<file path="config.mk">
export PLATFORM = sky130hd
export DESIGN_NAME = ifetch_pc_unit
export DESIGN_NICKNAME = d
export VERILOG_FILES = /design/src/rtl/cpu_defs_pkg.sv /design/src/rtl/next_pc_sel.sv /design/src/rtl/ifetch_pc_unit.sv
export SDC_FILE = /design/constraint.sdc
export NUM_CORES = 1
export LEC_CHECK = 0
export BUFFER_PORTS_ARGS = -buffer_cell sky130_fd_sc_hd__buf_2
export CAP_MARGIN = 10
export CORE_MARGIN = 2
export CORE_UTILIZATION = 53
export DETAILED_ROUTE_END_ITERATION = 12
export PLACE_DENSITY_LB_ADDON = 0.3
export SYNTH_ARGS = -nofsm -noshare
export SYNTH_HDL_FRONTEND = slang
export SYNTH_SLANG_ARGS = --single-unit
</file>
<file path="constraint.sdc">
create_clock -name clock -period 6.4 [get_ports clock]
set_input_delay 0.32 -clock clock [delete_from_list [all_inputs] [get_ports clock]]
set_output_delay 0.32 -clock clock [all_outputs]
set_load 0.05 [all_outputs]
</file>
<file path="src/rtl/cpu_defs_pkg.sv">
// Shared definitions for the fetch/PC sequencing unit: FSM encoding, reset PC,
// jump opcodes and the j/jal target builder.
package cpu_defs_pkg;

   typedef enum logic [1:0] {
      ST_IDLE  = 2'd0,
      ST_FETCH = 2'd1,
      ST_HOLD  = 2'd2,
      ST_FAULT = 2'd3
   } state_t;

   localparam logic [31:0] RESET_PC_DEF = 32'h0000_0000;
   localparam logic [5:0]  J_OPC        = 6'h2;
   localparam logic [5:0]  JAL_OPC      = 6'h3;

   // Pseudo-direct target: region bits come from PC+4, not the PC itself.
   function automatic logic [31:0] jump_target(input logic [31:0] pc4,
                                               input logic [25:0] idx);
      return {pc4[31:28], idx, 2'b00};
   endfunction

endpackage

</file>
<file path="src/rtl/next_pc_sel.sv">
// Next-PC priority mux (jr > j/jal > taken branch > sequential) and the
// word-alignment check on the selected target.
module next_pc_sel
   import cpu_defs_pkg::*;
(
   input  logic [31:0] i_pc_plus4,
   input  logic [25:0] i_jidx,
   input  logic [31:0] i_addr_result,
   input  logic        i_zero,
   input  logic        i_branch,
   input  logic        i_nbranch,
   input  logic        i_jmp,
   input  logic        i_jal,
   input  logic        i_jr,
   output logic [31:0] o_next_pc,
   output logic        o_misaligned
);

   logic w_taken;

   assign w_taken = (i_branch & i_zero) | (i_nbranch & ~i_zero);

   always_comb begin
      o_next_pc = i_pc_plus4;
      if (i_jr)
         o_next_pc = i_addr_result;
      else if (i_jmp | i_jal)
         o_next_pc = jump_target(i_pc_plus4, i_jidx);
      else if (w_taken)
         o_next_pc = i_addr_result;
   end

   assign o_misaligned = |o_next_pc[1:0];

endmodule

</file>
<file path="src/rtl/ifetch_pc_unit.sv">
// Instruction fetch and PC sequencing: fetches one word at a time from a
// variable-latency memory, holds it for execute, and redirects on retirement.
module ifetch_pc_unit
   import cpu_defs_pkg::*;
#(
   parameter logic [31:0] RESET_PC    = RESET_PC_DEF,
   parameter int          IMEM_ADDR_W = 14
) (
   input  logic                   clock,
   input  logic                   reset,
   output logic                   imem_req,
   output logic [IMEM_ADDR_W-1:0] imem_addr,
   input  logic                   imem_ready,
   input  logic [31:0]            imem_rdata,
   output logic [31:0]            instr,
   output logic                   instr_valid,
   input  logic                   instr_ack,
   output logic [31:0]            pc_out,
   output logic [31:0]            pc_plus4,
   input  logic [31:0]            addr_result,
   input  logic                   zero,
   input  logic                   branch,
   input  logic                   nbranch,
   input  logic                   jmp,
   input  logic                   jal,
   input  logic                   jr,
   output logic                   fault,
   output logic [31:0]            instret
);

   state_t      r_state;
   logic [31:0] r_pc;
   logic [31:0] r_instr;
   logic        r_req;
   logic        r_valid;
   logic        r_fault;
   logic [31:0] r_instret;
   logic [31:0] w_pc_plus4;
   logic [31:0] w_next_pc;
   logic        w_misaligned;

   assign w_pc_plus4 = r_pc + 32'd4;

   next_pc_sel u_next_pc_sel (
      .i_pc_plus4    (w_pc_plus4),
      .i_jidx        (r_instr[25:0]),
      .i_addr_result (addr_result),
      .i_zero        (zero),
      .i_branch      (branch),
      .i_nbranch     (nbranch),
      .i_jmp         (jmp),
      .i_jal         (jal),
      .i_jr          (jr),
      .o_next_pc     (w_next_pc),
      .o_misaligned  (w_misaligned)
   );

   // req/valid are registered alongside the state so they change only on edges.
   always_ff @(posedge clock) begin
      if (reset) begin
         r_state   <= ST_IDLE;
         r_pc      <= RESET_PC;
         r_instr   <= '0;
         r_req     <= 1'b0;
         r_valid   <= 1'b0;
         r_fault   <= 1'b0;
         r_instret <= '0;
      end else begin
         case (r_state)
            ST_IDLE: begin
               r_state <= ST_FETCH;
               r_req   <= 1'b1;
            end
            ST_FETCH: begin
               if (imem_ready) begin
                  r_instr <= imem_rdata;
                  r_req   <= 1'b0;
                  r_valid <= 1'b1;
                  r_state <= ST_HOLD;
               end
            end
            ST_HOLD: begin
               if (instr_ack) begin
                  r_valid <= 1'b0;
                  if (w_misaligned) begin
                     r_fault <= 1'b1;
                     r_state <= ST_FAULT;
                  end else begin
                     r_pc      <= w_next_pc;
                     r_instret <= r_instret + 32'd1;
                     r_req     <= 1'b1;
                     r_state   <= ST_FETCH;
                  end
               end
            end
            ST_FAULT: ;
            default: r_state <= ST_IDLE;
         endcase
      end
   end

   assign imem_req    = r_req;
   assign imem_addr   = r_pc[IMEM_ADDR_W+1:2];
   assign instr       = r_instr;
   assign instr_valid = r_valid;
   assign pc_out      = r_pc;
   assign pc_plus4    = w_pc_plus4;
   assign fault       = r_fault;
   assign instret     = r_instret;

endmodule

</file>
-- Word-level counts from Yosys, hierarchy flattened
Index checks and enable logic that the tools add are counted.
- bitwise gates (word level): 6
- add/subtract/negate cells: 2
- multiplexer cells: 14
- eq/ne operators: 5
- reductions and logical operators: 10
- operators with widths (kind ; count):
    32-bit two-way mux ; 3
    32-bit by 1-bit adder with 32-bit output (second input constant) ; 1
    32-bit by 3-bit adder with 32-bit output (second input constant) ; 1
    3-bit AND reduction ; 4
    2-bit two-way mux ; 3
    2-bit inequality test (second input constant) ; 3
    2-bit one-hot mux with 3 select lines ; 1
    1-bit two-way mux ; 5
    4-bit AND reduction ; 1
    1-bit one-hot mux with 3 select lines ; 1
    3-bit nonzero test ; 1
    1-bit bitwise AND ; 2
    2-bit by 1-bit equality test with 1-bit output (second input constant) ; 1
    2-bit equality test (second input constant) ; 1
    2-bit zero test ; 1
    1-bit inverter ; 2
    1-bit OR ; 2
    1-bit one-hot mux with 2 select lines ; 1
    2-bit AND reduction ; 1
    2-bit nonzero test ; 1
    2-bit OR reduction ; 1
- input bits: 74
- bits in registers: 101

-- Logic depth before layout (Yosys ltp)
Gate-level depths: netlist (run 1).
- depth in word-level cells: 10
- gate-level depth with buffers: 9
- gate-level depth less buffers: 7

-- Hierarchy
A second synthesis (run 1) with hierarchy kept.
- cell total of the unflattened synthesis: 760
- area, all modules: 5726.7 um2
- by module, submodules not included (module ; sequential area each (um2) ; area an instance (um2) ; cells an instance ; times used):
    ifetch_pc_unit ; 2021.9 ; 4675.7 ; 594 ; 1
    next_pc_sel ; 0.0 ; 1051.0 ; 166 ; 1

-- Least setup slack after synthesis (run 1)
Ideal clock, no wire load.
- path type: register to output
- from: register r_pc[11] (netlist: pc_out[11])
- to: output port pc_plus4[31]
- data required time: 6.080 ns
- arrival time: 2.989 ns
- stages on the path, launching flop included: 6
- path buffers: 1
- slack: 3.091 ns
- cells stage by stage: dfxtp_1 > buf_2 > nand4_2 > or4_4 > or4_4 > xnor2_1
- cells in the longest elaborated chain, start to end: 1
- ends and longest elaborated chain (item ; RTL line ; RTL):
    start: declaration ; ifetch_pc_unit.sv:32 ; logic [31:0] r_pc;
    start signal: assignment ; ifetch_pc_unit.sv:89 ; r_pc <= w_next_pc;
    32-bit by 3-bit adder with 32-bit output ; ifetch_pc_unit.sv:42 ; assign w_pc_plus4 = r_pc + 32'd4;
    end: declaration ; ifetch_pc_unit.sv:19 ; output logic [31:0] pc_plus4,
No other way between the ends.

-- Worst setup path after layout (run 1)
- from: register r_pc[4] (netlist: pc_out[4])
- to: output port pc_plus4[29]
Same word-level chain as after synthesis.

==> results of run 1 <==
layer usage:
metal | vias to the layer above | global-route usage (%) | wire length (um)
li1 | 2915 | - | -
met1 | 2898 | 42.2 | 7710
met2 | 341 | 50.1 | 8450
met3 | 44 | 5.17 | 1770
met4 | 0 | 12.4 | 494
met5 | - | 0 | 0
report_power, final:
| part | switching (uW) | internal (uW) |
|---|---|---|
| combinational | 209 | 81.1 |
| sequential | 24.0 | 651 |
| clock | 221 | 174 |
worst paths after layout:
kind	startpoint	endpoint
max	pc_out[4]$_SDFFE_PP0P_	pc_plus4[29]
min	imem_rdata[30]	instr[30]$_SDFFE_PP0P_
max reg2reg	pc_out[2]$_SDFFE_PP0P_	pc_out[20]$_SDFFE_PP0P_
min reg2reg	instr[31]$_SDFFE_PP0P_	instr[31]$_SDFFE_PP0P_
sequential cells by signal, indices dropped and copies added, names as in the netlist:
signal       count
instr           32
instret         32
pc_out          32
r_state          2
fault            1
imem_req         1
instr_valid      1
cell families (layout without fill, tap and decap cells):
group / Yosys count / count (layout)
and+or+nand+nor: 255 / 255
DFF: 101 / 101
adders and majority gates: 5 / 5
xor gates and xnor gates: 31 / 31
buffers and inverters: 87 / 265
AOI/OAI and AO/OA: 218 / 218
muxes: 7 / 7
per-stage QoR:
step           instances  total power, uW  hold WS [ps]
2_1_floorplan        704              894           456
3_3_place_gp        1005              972           440
3_5_place_dp        1005              977           446
4_1_cts             1018             1360           170
5_1_grt             1018             1410           178
6_report            1018             1360           179
cell type report:
class	count	area (sq um)
clock buffers	10	128
repair buffers	224	1140
clock inverters	3	40.0
multi-input cells	516	3180
inverters	28	105
well taps	136	170
flip-flops and latches	101	2020
fillers	927	3500
cell usage in the layout, fill, tap and decap left out, types with 6 or more instances in the layout:
cell         n
xor2_1       8
and3_1      11
a22oi_1      8
clkbuf_8     9
o32ai_1     10
buf_4        6
o31ai_1     12
xnor2_1     23
nor4_1       6
a21oi_1     94
o31a_1       8
a2111oi_0    6
nand4_1     10
nand2_1    104
and4_1       7
or4_1       12
nor3_1      10
o21ai_0     20
inv_1       28
nor2_1      27
nand3_1     27
buf_2      218
dfxtp_1    101
or3_1        8
or2_2        8
worst max-delay path, stage by stage, from the launching register on:
cell and delay [ps]:
dfxtp_1 470, nand4_1 440, nor4_2 990, and3_1 300
xor2_1 210, buf_2 300
==> metrics, run 1 <==
status=completed; Area Overhead vs Synth=21.4%; crit share post-route=between 50% and 60%; number of flops mapped to enable cells by yosys=0; fraction of registers with async set/reset=0%; setup total negative slack=0 ps; Final Wtd Congestion=between 0.9 and 1; #FFs+latches synth=roughly 100; layout cells sized above 1=between 20% and 30%; Max Cap Violations=0; mean number of vias per cell=6.09; Post-CTS Hold Buffers=0; # H-tree levels=3; Cell variety after synth=66; Synth Area in Compound Gates=between 20 and 30%; final core utilization=between 60% and 70%; Lkg Pwr=0.00286 uW; Post-Synth Adder-Cell Area=under 10%; Worst-Skew Late Latency=~370 ps; via count=between 6000 and 7000; design area=~6800 sq um; Worst-path clk slew=90 ps; RSZ-0062 raised after global routing=false; critical path required time=approximately 6100 ps; synth cell count leaders=nand2_1 (104), dfxtp_1 (101), a21oi_1 (95); Max Freq=between 200 and 300 MHz; Root Buffer=clkbuf_8; first-pass GRT wire length=roughly 29000 um; wire length per cell=approximately 18 um; Final ANT Viol Nets=0; largest family of logic cells by synthesized area=compound AO/OA/AOI/OAI gates; Setup crit end kind=output pin; DRT iter0 DRCs=470; cell area after synthesis=approximately 5600 sq um; max-slew violation count=0; GR Util All Layers=~31%; Die Y=roughly 110 um; WS Path Type=flip-flop to output pin; Post-CTS Setup Inserts=0; Avg Synthesized Cell Area=between 7 and 8 sq um; Post-Syn Instances=704; Worst Slack Setup Final=2990 ps; fin nets=959; Max VDD drop=between 100 and 150 uV; clock period minus worst slack=3410 ps; Worst-Margin Slew=around 1200 ps; dominant synthesized flop cell=dfxtp_1; R2R setup slack=3620 ps; CTS tree=done; final setup fails=0; clock skew=between 7 and 8 ps; vias in the first global route=roughly 5700; Sinks on Clock Net=roughly 100; Critical Path AT=3090 ps; syn_nets=approximately 780; hpwl dp=roughly 13000 um; largest area contributor in the netlist=dfxtp_1; Clock Tree Buf Depth=2; gr ovfl total=0; count leader, synth=nand2_1; Post-Route WL=around 18000 um; Max-slew headroom=approximately a fifth; IO Pins=about 220; Cell Pwr Density=201 nW/um^2; drt pass-1 iters=6; Synth top area share=between 30% and 40%; CTS Buf Count=9; Simple-Gate Fraction of Synth Area=a little under a quarter; Initial Utilization=54.3%; top cells by area, synth=dfxtp_1 (36%), a21oi_1 (8.5%), nand2_1 (7.0%); reg2reg path depth=6; initial antenna violation count=0; multiplexer share of the synthesized area=approximately 1.6%; yosys warns=0; dpl ws=about 3500 ps; Chip Width=about 110 um; HP Class=primary input to flip-flop; DR DRC count=0; largest net degree at the start of global routing=94; Post-CTS Resized=0; Port Buffer Count=~220; Seq/Total Area, Yosys=a little over a third; WHS Path Cells=3; Post-Place Cell Area=between 6000 and 7000 sq um; full die area=between 10000 and 15000 sq um; row cnt=37; CP max FO=11; diodes inserted=0; Startpoint Class=flip-flop; Final Hold Vio Count=0; core area=about 10000 sq um; xor/xnor share of the synthesized area=roughly 4.9%
Note: power is estimated with default switching activity, not from simulation.
==> run 2: changes to the inputs <==
--- a/config.mk
+++ b/config.mk
@@ -5,10 +5,11 @@
 export SDC_FILE = /design/constraint.sdc
 export NUM_CORES = 1
 export LEC_CHECK = 0
+export ABC_AREA = 1
 export BUFFER_PORTS_ARGS = -buffer_cell sky130_fd_sc_hd__buf_2
 export CAP_MARGIN = 10
 export CORE_MARGIN = 2
-export CORE_UTILIZATION = 53
+export CORE_UTILIZATION = 46
 export DETAILED_ROUTE_END_ITERATION = 12
 export PLACE_DENSITY_LB_ADDON = 0.3
 export SYNTH_ARGS = -nofsm -noshare
==> constraint.sdc (replaced) <==
create_clock -name clock -period 3.08 [get_ports clock]
set_input_delay 0.154 -clock clock [delete_from_list [all_inputs] [get_ports clock]]
set_output_delay 0.154 -clock clock [all_outputs]
set_load 0.05 [all_outputs]
==> run 2 against run 1 <==
Routed wire length rose by 7.4%. Design area is 12% higher. Critical path depth increased by 4. Global-route usage down 5.0 points. Sequential share of layout area decreased by 3.1 points. Combinational power grew to 6.6 times the previous value. Clock-buffer cell count is 3 higher. First-iteration DRC count rose by 55%. Critical endpoint is now pc_plus4[28]. Highest routed layer unchanged.
==> metrics, run 2 <==
status=completed; number of flops mapped to enable cells by yosys=0 (unchanged); most frequent cells in the layout=nand2_1 (342), buf_2 (218), nor2_1 (144), inv_1 (101), dfxtp_1 (101); initial antenna violation count=0 (unchanged); Sinks on Clock Net=101 (unchanged); HP Class=primary input to flip-flop; Avg Synthesized Cell Area=6.11 sq um (-23%); yosys warns=0 (unchanged); # H-tree levels=3 (unchanged); vias in the first global route=6107 (+7.5%); count leader, synth=nand2_1; DRT iter0 DRCs=730 (+55%); Seq/Total Area, Yosys=32.4% (-3.9 points); Lkg Pwr=0.00374 uW (+31%); cell area after synthesis=6250 sq um (+12%); Chip Width=121 um (+13%); dominant synthesized flop cell=dfxtp_1; setup total negative slack=0 ps (unchanged); DR top layer=met4; Root Buffer=clkbuf_16; family with the most delay on the worst path=simple AND/OR/NAND/NOR gates; clock skew=6.86 ps (-0.778 ps); Worst-path clk slew=70 ps (-20 ps); Max Cap Violations=0 (unchanged); wire length per cell=14.3 um (-21%); DR DRC count=0 (unchanged); Max Freq=429 MHz; Post-CTS Hold Buffers=0 (unchanged); IO Pins=219 (unchanged); Clock Tree Buf Depth=2 (unchanged); design area=7570 sq um (+12%); #FFs+latches synth=101 (unchanged); Max VDD drop=293 uV (+120%); crit-path most repeated cell=nand2_1; Area Overhead vs Synth=21.2%; Cell Chain, Critical Path=ha_1, nand2_1, nor2_1, nand2_2, nor2_4, nand2_1, nor2_2, xor2_1, buf_2; drt pass-1 iters=7 (+1); Cells after DPL=1367 (+36%); max-slew violation count=0 (unchanged); Post-CTS Resized=0 (unchanged); GR Util All Layers=26.4% (-5.0 points); Worst-Margin Slew=1080 ps (-127 ps); top cells by area, synth=dfxtp_1 (32%), nand2_1 (21%), nor2_1 (8.6%); via count=6941 (+12%); RSZ-0062 raised after global routing=false; Startpoint Class=flip-flop; Setup crit end kind=output pin; met3 wire len=1320 um (-26%); synth cell count leaders=nand2_1 (342), nor2_1 (144), inv_1 (102); Post-Route WL=19800 um (+7.4%); Port Buffer Count=218 (unchanged); Post-Place Cell Area=7270 sq um (+10%); CP max stage cell=dfxtp_1; full die area=14500 sq um (+28%); mean number of vias per cell=5.02 (-18%); row cnt=42 (+14%); syn_nets=1102 (+41%); diodes inserted=0 (unchanged); Worst-Skew Late Latency=360 ps (about the same); Post-Syn Instances=1023 (+45%); CP max FO=5 (-6); Critical Path Max Stage Delay=400 ps (-590 ps); clock period minus worst slack=between 2000 and 2500 ps; critical path required time=2930 ps (-3150 ps); Synth top area share=32.4% (-3.9 points); Post-Layout Cell Count=1383 (+36%); Cell variety after synth=35 (-47%); CTS Buf Count=9 (unchanged); crit share post-route=between 70 and 80%; Max-slew headroom=27.8% (+8.4 points); commonest non-fill, non-tap cell in the layout=nand2_1; CP Buf/Inv Count=1 (unchanged); Final ANT Viol Nets=0 (unchanged); first-pass GRT wire length=30500 um (+6.3%); Die Y=121 um (+13%); # fillers=1415 (+53%); layout cells sized above 1=21.7% (-8.0 points); Post-CTS Setup Inserts=0 (unchanged); Final Hold Vio Count=0 (unchanged); gr ovfl total=0 (unchanged); fin nets=1281 (+34%); Initial Utilization=47.2% (-7.1 points); WS Path Type=flip-flop to output pin; hpwl dp=15000 um (+14%); Sequential cell area=2020 sq um (unchanged); worst hold slack=48.4 ps (-131 ps); CTS tree=done; met1 wire length=8510 um (+10%); core area=13200 sq um (+29%); largest net degree at the start of global routing=78 (-17%); Final Wtd Congestion=0.965 (+6.0%); Cell Pwr Density=632 nW/um^2 (+210%); WL met2=9710 um (+15%); final setup fails=0 (unchanged); Multi-input gate area=3500 sq um (+10%); Critical Path AT=2170 ps (-920 ps); fraction of registers with async set/reset=0% (unchanged); largest area contributor in the netlist=dfxtp_1
[run 2: area by class of cell]
type / count / area share [%]
Clock buffer: 13 / 3.44
Clock inverter: 3 / 0.578
Inverter: 107 / 5.30
Multi-Input combinational cell: 761 / 46.3
Sequential cell: 101 / 26.7
Tap cell: 176 / 2.91
Timing Repair Buffer: 222 / 14.8
[run 2: cell families (layout without fill, tap and decap cells)]
logic type	Yosys count	count (layout)	synth area share [%]
buf+inv	161	345	11.6
fa+ha+maj	5	5	1.00
flops	101	101	32.4
xor+xnor	32	32	4.60
simple gates	564	564	37.0
compound gates	160	160	13.4
[run 2: final timing paths]
check | to | depth (start not counted) | slack (ps) | from
setup / recovery | pc_plus4[28] | 9 | 750 | pc_out[2]$_SDFFE_PP0P_
hold / removal | instr[6]$_SDFFE_PP0P_ | 3 | 50 | imem_rdata[6]
setup reg to reg | instret[28]$_SDFFE_PP0P_ | 9 | 1000 | instret[0]$_SDFFE_PP0P_
hold reg to reg | instr_valid$_SDFFE_PP0P_ | 2 | 470 | instr_valid$_SDFFE_PP0P_
[run 2: routing by layer]
layer	up-vias	track usage, %
met5	-	0
met4	0	6.32
met3	21	5.09
met2	231	45.7
met1	3149	33.8
li1	3540	-
[run 2: worst reg2reg max path: stages (launching register included)]
cell and delay (ps):
dfxtp_1 440, ha_1 300, inv_1 120, nor3_2 350, inv_1 80, nor2_1 310, nand3b_1 130, nand2_1 80
nand2_1 50, a21oi_1 150
[run 2: metrics by stage]
step / worst slack (ps) / total power, uW / utilization (%)
after floorplan: 237 / 3170 / -
after global placement: 891 / 3580 / 54.9
after detailed placement: 770 / 3610 / 54.9
after CTS: 756 / 4790 / 57.2
after global routing: 582 / 5010 / 57.2
final: 752 / 4790 / 57.2
[run 2: power by group]
part / total, uW / switching [uW] / internal, uW
Sequential: 1680 / 179 / 1500
Clock: 1200 / 520 / 676
Combinational: 1910 / 1460 / 454
Total: 4790 / 2160 / 2630
